### config.mk
export PLATFORM = sky130hd
export DESIGN_NAME = mul_div_unit
export DESIGN_NICKNAME = d
export VERILOG_FILES = /design/src/rtl/mul_div_unit_pkg.sv /design/src/rtl/cla32.sv /design/src/rtl/mul_div_unit.sv
export SDC_FILE = /design/constraint.sdc
export NUM_CORES = 1
export LEC_CHECK = 0
export ABC_AREA = 0
export BUFFER_PORTS_ARGS = -buffer_cell sky130_fd_sc_hd__buf_2
export CAP_MARGIN = 15
export CORE_UTILIZATION = 30
export DETAILED_ROUTE_END_ITERATION = 6
export GPL_TIMING_DRIVEN = 0
export PLACE_DENSITY = 0.58
export SLEW_MARGIN = 20
export SYNTH_ARGS = -nofsm -noshare
export SYNTH_HDL_FRONTEND = slang
export SYNTH_SLANG_ARGS = --single-unit
### constraint.sdc
create_clock -name i_clk -period 9.8 [get_ports i_clk]
set_input_delay 1.47 -clock i_clk [delete_from_list [all_inputs] [get_ports i_clk]]
set_output_delay 1.47 -clock i_clk [all_outputs]
set_load 0.05 [all_outputs]
### src/rtl/mul_div_unit_pkg.sv
// Shared definitions for the iterative multiply/divide unit: operation codes,
// FSM states and the default datapath width.
package mul_div_unit_pkg;

    localparam int unsigned WIDTH_DEFAULT = 32;

    typedef enum logic [1:0] {
        OP_MULTU = 2'b00,
        OP_MULT  = 2'b01,
        OP_DIVU  = 2'b10,
        OP_DIV   = 2'b11
    } op_e;

    typedef enum logic [1:0] {
        ST_IDLE = 2'b00,
        ST_CALC = 2'b01,
        ST_FIX  = 2'b10,
        ST_DONE = 2'b11
    } state_e;

endpackage

### src/rtl/cla32.sv
// Carry-lookahead adder with carry-in: per-bit generate/propagate cells grouped
// into 4-bit lookahead blocks whose block carries ripple.
module cla32 #(
    parameter int unsigned WIDTH = 32
) (
    input  logic [WIDTH-1:0] i_x,
    input  logic [WIDTH-1:0] i_y,
    input  logic             i_cin,
    output logic [WIDTH-1:0] o_sum,
    output logic             o_cout
);

    localparam int unsigned NBLK = WIDTH / 4;

    logic [WIDTH-1:0] w_g;
    logic [WIDTH-1:0] w_p;
    logic [WIDTH:0]   w_c;

    assign w_g = i_x & i_y;
    assign w_p = i_x ^ i_y;

    // Every carry inside a block is expanded from the block's incoming carry only
    always_comb begin
        w_c    = '0;
        w_c[0] = i_cin;
        for (int i = 0; i < NBLK; i++) begin
            w_c[4*i+1] = w_g[4*i] | (w_p[4*i] & w_c[4*i]);
            w_c[4*i+2] = w_g[4*i+1] | (w_p[4*i+1] & w_g[4*i])
                       | (w_p[4*i+1] & w_p[4*i] & w_c[4*i]);
            w_c[4*i+3] = w_g[4*i+2] | (w_p[4*i+2] & w_g[4*i+1])
                       | (w_p[4*i+2] & w_p[4*i+1] & w_g[4*i])
                       | (w_p[4*i+2] & w_p[4*i+1] & w_p[4*i] & w_c[4*i]);
            w_c[4*i+4] = w_g[4*i+3] | (w_p[4*i+3] & w_g[4*i+2])
                       | (w_p[4*i+3] & w_p[4*i+2] & w_g[4*i+1])
                       | (w_p[4*i+3] & w_p[4*i+2] & w_p[4*i+1] & w_g[4*i])
                       | (w_p[4*i+3] & w_p[4*i+2] & w_p[4*i+1] & w_p[4*i] & w_c[4*i]);
        end
    end

    assign o_sum  = w_p ^ w_c[WIDTH-1:0];
    assign o_cout = w_c[WIDTH];

endmodule

### src/rtl/mul_div_unit.sv
// Iterative HI/LO multiply/divide unit: shift-add multiply and restoring divide,
// one bit per cycle through a shared carry-lookahead adder, sign fix-up at the end.
module mul_div_unit
    import mul_div_unit_pkg::*;
#(
    parameter int unsigned WIDTH = WIDTH_DEFAULT
) (
    input  logic             i_clk,
    input  logic             i_rst,
    input  logic             i_start,
    input  logic [1:0]       i_op,
    input  logic [WIDTH-1:0] i_a,
    input  logic [WIDTH-1:0] i_b,
    input  logic             i_hi_we,
    input  logic             i_lo_we,
    input  logic [WIDTH-1:0] i_wdata,
    output logic             o_busy,
    output logic             o_done,
    output logic             o_div_zero,
    output logic [WIDTH-1:0] o_hi,
    output logic [WIDTH-1:0] o_lo
);

    localparam int unsigned   CW       = $clog2(WIDTH);
    localparam logic [CW-1:0] CNT_LAST = CW'(WIDTH - 1);

    state_e           r_state;
    state_e           w_state_next;
    logic [CW-1:0]    r_cnt;
    op_e              r_op;
    logic             r_sign_a;
    logic             r_sign_b;
    logic             r_dz;
    logic [WIDTH-1:0] r_acc;
    logic [WIDTH-1:0] r_mq;
    logic [WIDTH-1:0] r_opd;
    logic [WIDTH-1:0] r_hi;
    logic [WIDTH-1:0] r_lo;
    logic             r_done;
    logic             r_div_zero;

    logic             w_start_div;
    logic             w_neg_a;
    logic             w_neg_b;
    logic [WIDTH-1:0] w_abs_a;
    logic [WIDTH-1:0] w_abs_b;

    assign w_start_div = i_op[1];
    assign w_neg_a     = i_op[0] & i_a[WIDTH-1];
    assign w_neg_b     = i_op[0] & i_b[WIDTH-1];
    assign w_abs_a     = w_neg_a ? -i_a : i_a;
    assign w_abs_b     = w_neg_b ? -i_b : i_b;

    logic             w_is_div;
    logic [WIDTH-1:0] w_shift;
    logic [WIDTH-1:0] w_cla_x;
    logic [WIDTH-1:0] w_cla_y;
    logic [WIDTH-1:0] w_sum;
    logic             w_cout;
    logic [WIDTH:0]   w_madd;
    logic             w_ge;

    assign w_is_div = (r_op == OP_DIVU) || (r_op == OP_DIV);
    assign w_shift  = {r_acc[WIDTH-2:0], r_mq[WIDTH-1]};
    // Divide subtracts the divisor from the shifted remainder; multiply adds the multiplicand
    assign w_cla_x  = w_is_div ? w_shift : r_acc;
    assign w_cla_y  = w_is_div ? ~r_opd : r_opd;

    cla32 #(
        .WIDTH (WIDTH)
    ) u_cla (
        .i_x    (w_cla_x),
        .i_y    (w_cla_y),
        .i_cin  (w_is_div),
        .o_sum  (w_sum),
        .o_cout (w_cout)
    );

    assign w_madd = r_mq[0] ? {w_cout, w_sum} : {1'b0, r_acc};
    // The shifted remainder is 33 bits wide; its dropped MSB alone guarantees it fits
    assign w_ge   = r_acc[WIDTH-1] | w_cout;

    logic [2*WIDTH-1:0] w_prod;
    logic [2*WIDTH-1:0] w_prod_fix;
    logic [WIDTH-1:0]   w_hi_fix;
    logic [WIDTH-1:0]   w_lo_fix;

    always_comb begin
        w_prod     = {r_acc, r_mq};
        w_prod_fix = (r_sign_a ^ r_sign_b) ? -w_prod : w_prod;
        w_hi_fix   = w_prod_fix[2*WIDTH-1:WIDTH];
        w_lo_fix   = w_prod_fix[WIDTH-1:0];
        if (w_is_div) begin
            w_lo_fix = (r_sign_a ^ r_sign_b) ? -r_mq : r_mq;
            w_hi_fix = r_sign_a ? -r_acc : r_acc;
            if (r_dz) begin
                w_lo_fix = '1;
            end
        end
    end

    always_comb begin
        w_state_next = r_state;
        case (r_state)
            ST_IDLE: if (i_start) w_state_next = ST_CALC;
            ST_CALC: if (r_cnt == CNT_LAST) w_state_next = ST_FIX;
            ST_FIX:  w_state_next = ST_DONE;
            ST_DONE: w_state_next = ST_IDLE;
            default: w_state_next = ST_IDLE;
        endcase
    end

    always_ff @(posedge i_clk) begin
        if (i_rst) begin
            r_state <= ST_IDLE;
        end else begin
            r_state <= w_state_next;
        end
    end

    always_ff @(posedge i_clk) begin
        if (i_rst) begin
            r_cnt      <= '0;
            r_op       <= OP_MULTU;
            r_sign_a   <= 1'b0;
            r_sign_b   <= 1'b0;
            r_dz       <= 1'b0;
            r_acc      <= '0;
            r_mq       <= '0;
            r_opd      <= '0;
            r_hi       <= '0;
            r_lo       <= '0;
            r_done     <= 1'b0;
            r_div_zero <= 1'b0;
        end else begin
            r_done     <= 1'b0;
            r_div_zero <= 1'b0;
            case (r_state)
                ST_IDLE: begin
                    if (i_start) begin
                        r_op     <= op_e'(i_op);
                        r_sign_a <= w_neg_a;
                        r_sign_b <= w_neg_b;
                        r_dz     <= w_start_div & (i_b == '0);
                        r_cnt    <= '0;
                        r_acc    <= '0;
                        r_mq     <= w_start_div ? w_abs_a : w_abs_b;
                        r_opd    <= w_start_div ? w_abs_b : w_abs_a;
                    end else begin
                        if (i_hi_we) r_hi <= i_wdata;
                        if (i_lo_we) r_lo <= i_wdata;
                    end
                end
                ST_CALC: begin
                    r_cnt <= r_cnt + CW'(1);
                    if (w_is_div) begin
                        r_acc <= w_ge ? w_sum : w_shift;
                        r_mq  <= {r_mq[WIDTH-2:0], w_ge};
                    end else begin
                        r_acc <= w_madd[WIDTH:1];
                        r_mq  <= {w_madd[0], r_mq[WIDTH-1:1]};
                    end
                end
                // Results land in HI/LO together with the done pulse of the DONE cycle
                ST_FIX: begin
                    r_hi       <= w_hi_fix;
                    r_lo       <= w_lo_fix;
                    r_done     <= 1'b1;
                    r_div_zero <= r_dz;
                end
                default: ;
            endcase
        end
    end

    assign o_busy     = (r_state != ST_IDLE);
    assign o_done     = r_done;
    assign o_div_zero = r_div_zero;
    assign o_hi       = r_hi;
    assign o_lo       = r_lo;

endmodule

=== Word level (Yosys, flattened, before mapping) ===
Index checks and enable logic that the tools add are counted.

* Output and inout bits: 67
* Input bits: 103
* Flip-flop bits (word level): 174
* Logic and storage cells: 292

* Multiplexer cells: 32
* Reduce and logical (&&, ||, !) cells: 12
* Eq/ne operators: 11
* Bitwise operators: 218
* Add/subtract/negate cells: 6

{| class="wikitable"
|+ Operators by type and width
! operator !! count
|-
| $mux W32 || 20
|-
| $pmux W32 S2 || 4
|-
| $and A1 B1 Y1 || 131
|-
| $neg A32 Y32 || 4
|-
| $or A1 B1 Y1 || 81
|-
| $mux W64 || 1
|-
| $neg A64 Y64 || 1
|-
| $xor A32 B32 Y32 || 2
|-
| $mux W33 || 1
|-
| $and A32 B32 Y32 || 1
|-
| $logic_not A32 Y1 || 1
|-
| $not A32 Y32 || 1
|-
| $ne A2 B2 Y1 const B || 5
|-
| $pmux W5 S2 || 1
|-
| $eq A2 B2 Y1 const B || 4
|-
| $pmux W2 S4 || 1
|-
| $reduce_and A2 Y1 || 3
|-
| $reduce_and A3 Y1 || 2
|-
| $reduce_bool A2 Y1 || 3
|-
| $add A5 B1 Y5 const B || 1
|-
| $eq A5 B5 Y1 const B || 1
|-
| $mux W5 || 1
|-
| $mux W2 || 2
|-
| $eq A2 B1 Y1 const B || 1
|-
| other kinds (6) || 6
|}

=== Depth between registers and ports, before layout ===
* Word-level depth: 27
* Gate-level depth with buffers: 19
* Depth with buffers taken out: 15

=== Cells and area by module ===
Synthesis repeated with hierarchy kept, for this count alone.

* Cell total of the unflattened synthesis: 1,895
* Area, all modules: 14,535.2 um^2

{| class="wikitable"
|+ Modules (own cells, without submodules)
! module !! seq. area each (um^2) !! cells an instance !! area an instance (um^2) !! instances
|-
| mul_div_unit || 3,463.3 || 1,735 || 13,208.9 || 1
|-
| cla32 || 0.0 || 160 || 1,326.3 || 1
|}

=== Worst setup path after synthesis ===
OpenSTA, ideal clock, no wires.

* Kind: reg-to-reg
* From: reg r_op[1]
* To: reg r_acc[7]
* Setup time: 0.062 ns
* Setup slack: 5.482 ns
* Cell stages (with the launch flop): 18
* Required time: 9.738 ns
* Period minus slack after synthesis: 4.318 ns
* Path buffers: 6
* Arrival: 4.255 ns
* Path through: dfxtp_1 -> clkbuf_1 -> clkbuf_1 -> buf_1 -> clkbuf_1 -> xor2_1 -> ha_1 -> a21oi_1 -> nand4b_1 -> a211oi_1 -> o211ai_1 -> a31oi_1 -> o21ai_0 -> nand2_1 -> buf_1 -> clkbuf_1 -> nand3_1 -> nand3_1

* Word-level cells in the longest chain between the ends: 27
* Elaborated cells on any way between the ends: 109
* Classes of those cells: eq/ne: 2; mux: 6; bitwise: 100; reduce/logical: 1

{| class="wikitable"
|+ RTL lines
! element !! RTL line !! source
|-
| from (decl) || mul_div_unit.sv:30 || <nowiki>op_e r_op;</nowiki>
|-
| from (signal assigned) || mul_div_unit.sv:141 || <nowiki>r_op <= op_e'(i_op);</nowiki>
|-
| $eq A2 B2 Y1 || mul_div_unit.sv:63 || <nowiki>assign w_is_div = (r_op == OP_DIVU) || (r_op == OP_DIV);</nowiki>
|-
| $logic_or A1 B1 Y1 * || mul_div_unit.sv:63 ||
|-
| $mux W32, on equally long branches || mul_div_unit.sv:66, mul_div_unit.sv:67 ||
|-
| $xor A32 B32 Y32 or $and A32 B32 Y32 (tied branches) || cla32.sv:20, cla32.sv:19 ||
|-
| $and A1 B1 Y1, on equally long branches || n/a ||
|-
| $or A1 B1 Y1 (tied with other cells) || cla32.sv:33 || <nowiki>w_c[4*i+4] = w_g[4*i+3] | (w_p[4*i+3] & w_g[4*i+2])</nowiki>
|-
| $or A1 B1 Y1 (tied with other cells) || cla32.sv:34 || <nowiki>| (w_p[4*i+3] & w_p[4*i+2] & w_g[4*i+1])</nowiki>
|-
| $or A1 B1 Y1 or $and A1 B1 Y1 (tied branches) || cla32.sv:35, cla32.sv:36 ||
|-
| [11 not listed] || n/a ||
|-
| $and A1 B1 Y1 || cla32.sv:36 || <nowiki>| (w_p[4*i+3] & w_p[4*i+2] & w_p[4*i+1] & w_p[4*i] & w_c[4*i]);</nowiki>
|-
| $or A1 B1 Y1 || cla32.sv:36 ||
|-
| $and A1 B1 Y1 || cla32.sv:36 ||
|-
| $or A1 B1 Y1 || cla32.sv:36 ||
|-
| $or A1 B1 Y1 || mul_div_unit.sv:81 || <nowiki>assign w_ge = r_acc[WIDTH-1] | w_cout;</nowiki>
|-
| $mux W32 || mul_div_unit.sv:157 || <nowiki>r_acc <= w_ge ? w_sum : w_shift;</nowiki>
|-
| $mux W32 * || mul_div_unit.sv:156 || <nowiki>if (w_is_div) begin</nowiki>
|-
| $pmux W32 S2 * || mul_div_unit.sv:138 || <nowiki>case (r_state)</nowiki>
|-
| to (signal assigned) || mul_div_unit.sv:157 ||
|-
| to (signal assigned) || mul_div_unit.sv:160 || <nowiki>r_acc <= w_madd[WIDTH:1];</nowiki>
|-
| to (decl) || mul_div_unit.sv:34 || <nowiki>logic [WIDTH-1:0] r_acc;</nowiki>
|}

Every way passes the cells marked *; elsewhere a longest branch is shown, timed or not.
A chain may end at the register's enable or synchronous reset.

=== Worst setup path in the final report ===
* From: reg r_op[1]
* To: reg r_acc[11]

The elaborated chain is that of the path after synthesis.

==> impl_metrics.yaml <==
floorplan:
  fp.dieW_um: 214
  dieArea_sq_um: 45600
  core_area_sq_um: 44200
  io_pins: 170
  rows: 77
  die_y_um: 214
  start_util: 0.304
global_routing:
  grt_pass1_vias: 13300
  antenna_found_initial: 1
  grt_usage: 0.240
  grt_max_degree: 17
  grt_pass1_wl_um: 82600
  grt_overflow: 0
yosys:
  synth_edf_count: 0
  synth.distinct_cells: 67
  ys_ff_latch: 173
  synth.avg_cell_area_sq_um: 7.56
  syn_area_sq_um: 13400
  synthArstFlopShare: 0
  synth_nets: 1927
  ys.flop_type: "dfxtp_1"
  yosys_warnings: 0
  ys_seq_area_frac: 0.258
  synthCells: 1776
run_status:
  status: "finished, violations left"
  violations: "DRC"
timing:
  min_period_ns: 6.34
  fin_tns_setup_ns: 0
  hold_violations: 0
  finalCritPeriodShare: 0.647
  worst_slew_pin_slew_ns: 1.11
  slew_headroom: 0.255
  finalSetupViolCount: 0
  slew_violations: 0
  hold-worst-slack_ns: 0.452
  rsz0062_at_grt: "no"
  fmax_mhz: 158
  fin_worst_skew_ns: 0.0167
job:
  maxCapViolCount: 0
drt:
  drt_wl_total_um: 55300
  drtPass1Iterations: 7
  drc: 1
  ant_nets: 0
  route.met3.wl_um: 4470
  met2_length_um: 24100
  wirelength_met1_um: 24900
  vias: 14400
  drtIter0Drc: 1634
  highest_layer: "met4"
  detail_route.wl_per_cell_um: 21.5
  avgViaCountPerCell: 5.61
clock_tree:
  htree_levels: 4
  post_cts_buffers: 0
  clk_path_buf_depth: 2
  post_cts_resize_count: 0
  hold_buffers: 0
  cts.clk_slew.worst_paths_ns: 0.08
  root_buffer: "clkbuf_16"
  clkLatencyLatePin_ns: 0.45
  cts_sinks: 173
  cts_tree: "yes"
  cts-buffers-inserted: 17
final_layout:
  final_area_sq_um: 15600
  area_delta_synth_final_pct: 16.0
  layout_commonest_cell: "nor2_1"
  final_core_util: 0.352
  drive_gt1_frac: 0.138
  n_antenna_cell: 0
  nNetsFinal: 2113
  final_cell_mix: "214 x nor2_1, 173 x dfxtp_1, 170 x buf_2, 159 x nand2_1, 158 x a21oi_1"
setup_path:
  start_kind: "flip-flop"
  crit_chain: "clkbuf_1 > clkbuf_1 > buf_1 > clkbuf_1 > xor2_1 > ha_1 > a21oi_1 > nand4b_1 > a211oi_1 > o211ai_1 > a31oi_1 > o21ai_0 > nand2_1 > buf_1 > clkbuf_1 > nand3_1 > nand3_1"
  critPathMaxFanout: 10
  critical-path-max-stage-delay_ns: 0.63
  crit_family: "buffers and inverters"
  critPathMostFrequentCell: "clkbuf_1"
  cp.required_ns: 10.17
  worstPathArrival_ns: 6.71
  path_buf_inv: 6
  cp-end-kind: "flip-flop"
  crit_type: "flip-flop to flip-flop"
  slowest_stage: "buf_1"
power_and_ir_drop:
  leakage_nw: 6.31
  power_density_nw_per_um2: 246
  irDropWorstVdd_v: 0.000119
placement:
  placed_area_sq_um: 15000
  port-buffer-count: 167
  post-dp-hpwl_um: 45700
  place_congestion: 1.00
min_path:
  hold_path_class: "flip-flop to flip-flop"
-- kinds of logic (layout without fill, tap and decap cells) --
family                     count (synthesis)  in the layout  synth area share
and+or+nand+nor                          621            621             0.212
adders and majority gates                 48             48            0.0486
AOI/OAI and AO/OA                        477            477             0.231
xor gates and xnor gates                 175            175             0.114
buffers and inverters                    172            370            0.0485
muxes                                    110            110            0.0876
DFF                                      173            173             0.258
-- sequential cells by signal, indices dropped and copies added (netlist names), 2 cells and up --
register,cells
r_state,2
o_lo,32
o_hi,32
r_cnt,5
r_opd,32
r_mq,32
r_acc,32
-- through the flow --
stage | power [W] | setup WS, ns | std cells
finish | 0.00384 | 3.46 | 2566
global route | 0.00404 | 2.95 | 2566
CTS | 0.00380 | 3.54 | 2566
detailed placement | 0.00311 | 3.58 | 2535
global placement | 0.00309 | 3.59 | 2535
floorplan | 0.00244 | 5.48 | 1776
-- final cells by class --
| class | instances | area, sq um |
|---|---|---|
| fill | 4740 | 28600 |
| multi-input combinational | 1431 | 9320 |
| sequential | 173 | 3460 |
| timing repair buffer | 167 | 836 |
| tap | 592 | 741 |
| buffer | 147 | 558 |
| clock buffer | 19 | 443 |
| clock inverter | 12 | 128 |
| inverter | 25 | 93.8 |
-- per-layer routing --
metal  track usage  vias up
met2         0.377      707
met1         0.334     6798
li1              -     6787
met3        0.0303      108
met4        0.0894        0
met5             0        -
-- synthesized netlist by cell type, drive strengths merged (5+ instances only) --
cell type	number	area [sq um]
a21oi	158	791
dfxtp	173	3460
nor3	60	305
o211ai	18	135
clkbuf	129	487
xnor2	68	596
nand2	159	597
o21ai	63	315
mux2i	50	500
fa	7	140
ha	41	513
a211oi	86	646
o31ai	19	143
a41oi	5	43.8
buf	18	71.3
nand4	8	50.1
or4	11	90.1
a21o	12	90.1
a2111oi	6	52.6
o22ai	6	37.5
nor2	214	803
nor4	18	113
a2bb2oi	5	43.8
or3	18	113
nor2b	11	68.8
o221ai	23	201
o21a	7	52.6
a22oi	10	75.1
and2	15	93.8
inv	24	90.1
mux2	60	676
nand2b	9	56.3
and3	6	37.5
a31oi	17	106
xor2	107	937
a211o	11	96.3
a221oi	5	43.8
nand3	74	370
o41ai	5	43.8
-- worst paths after layout --
path	from	depth (start not counted)	slack, ns	endpoint
worst max-delay path	r_op[1]$_SDFFE_PP0P_	17	3.46	r_acc[11]$_SDFFE_PP0P_
worst min-delay path	o_lo[10]$_SDFFE_PP0P_	2	0.45	o_lo[10]$_SDFFE_PP0P_
worst max register to register	r_op[1]$_SDFFE_PP0P_	17	3.46	r_acc[11]$_SDFFE_PP0P_
worst min register to register	o_lo[10]$_SDFFE_PP0P_	2	0.45	o_lo[10]$_SDFFE_PP0P_
-- tightest hold or removal path, stage by stage (launching register included) --
cell and delay [ns]:
dfxtp_1 0.31, nand2_1 0.05, a21oi_1 0.05
-- where the power goes --
part / leakage (nW) / switching, W / internal (W)
clock: 0.277 / 0.000326 / 0.000364
sequential: 1.42 / 0.000198 / 0.000870
combinational: 4.62 / 0.00144 / 0.000640
No activity file was read; power rests on OpenSTA's default activity.
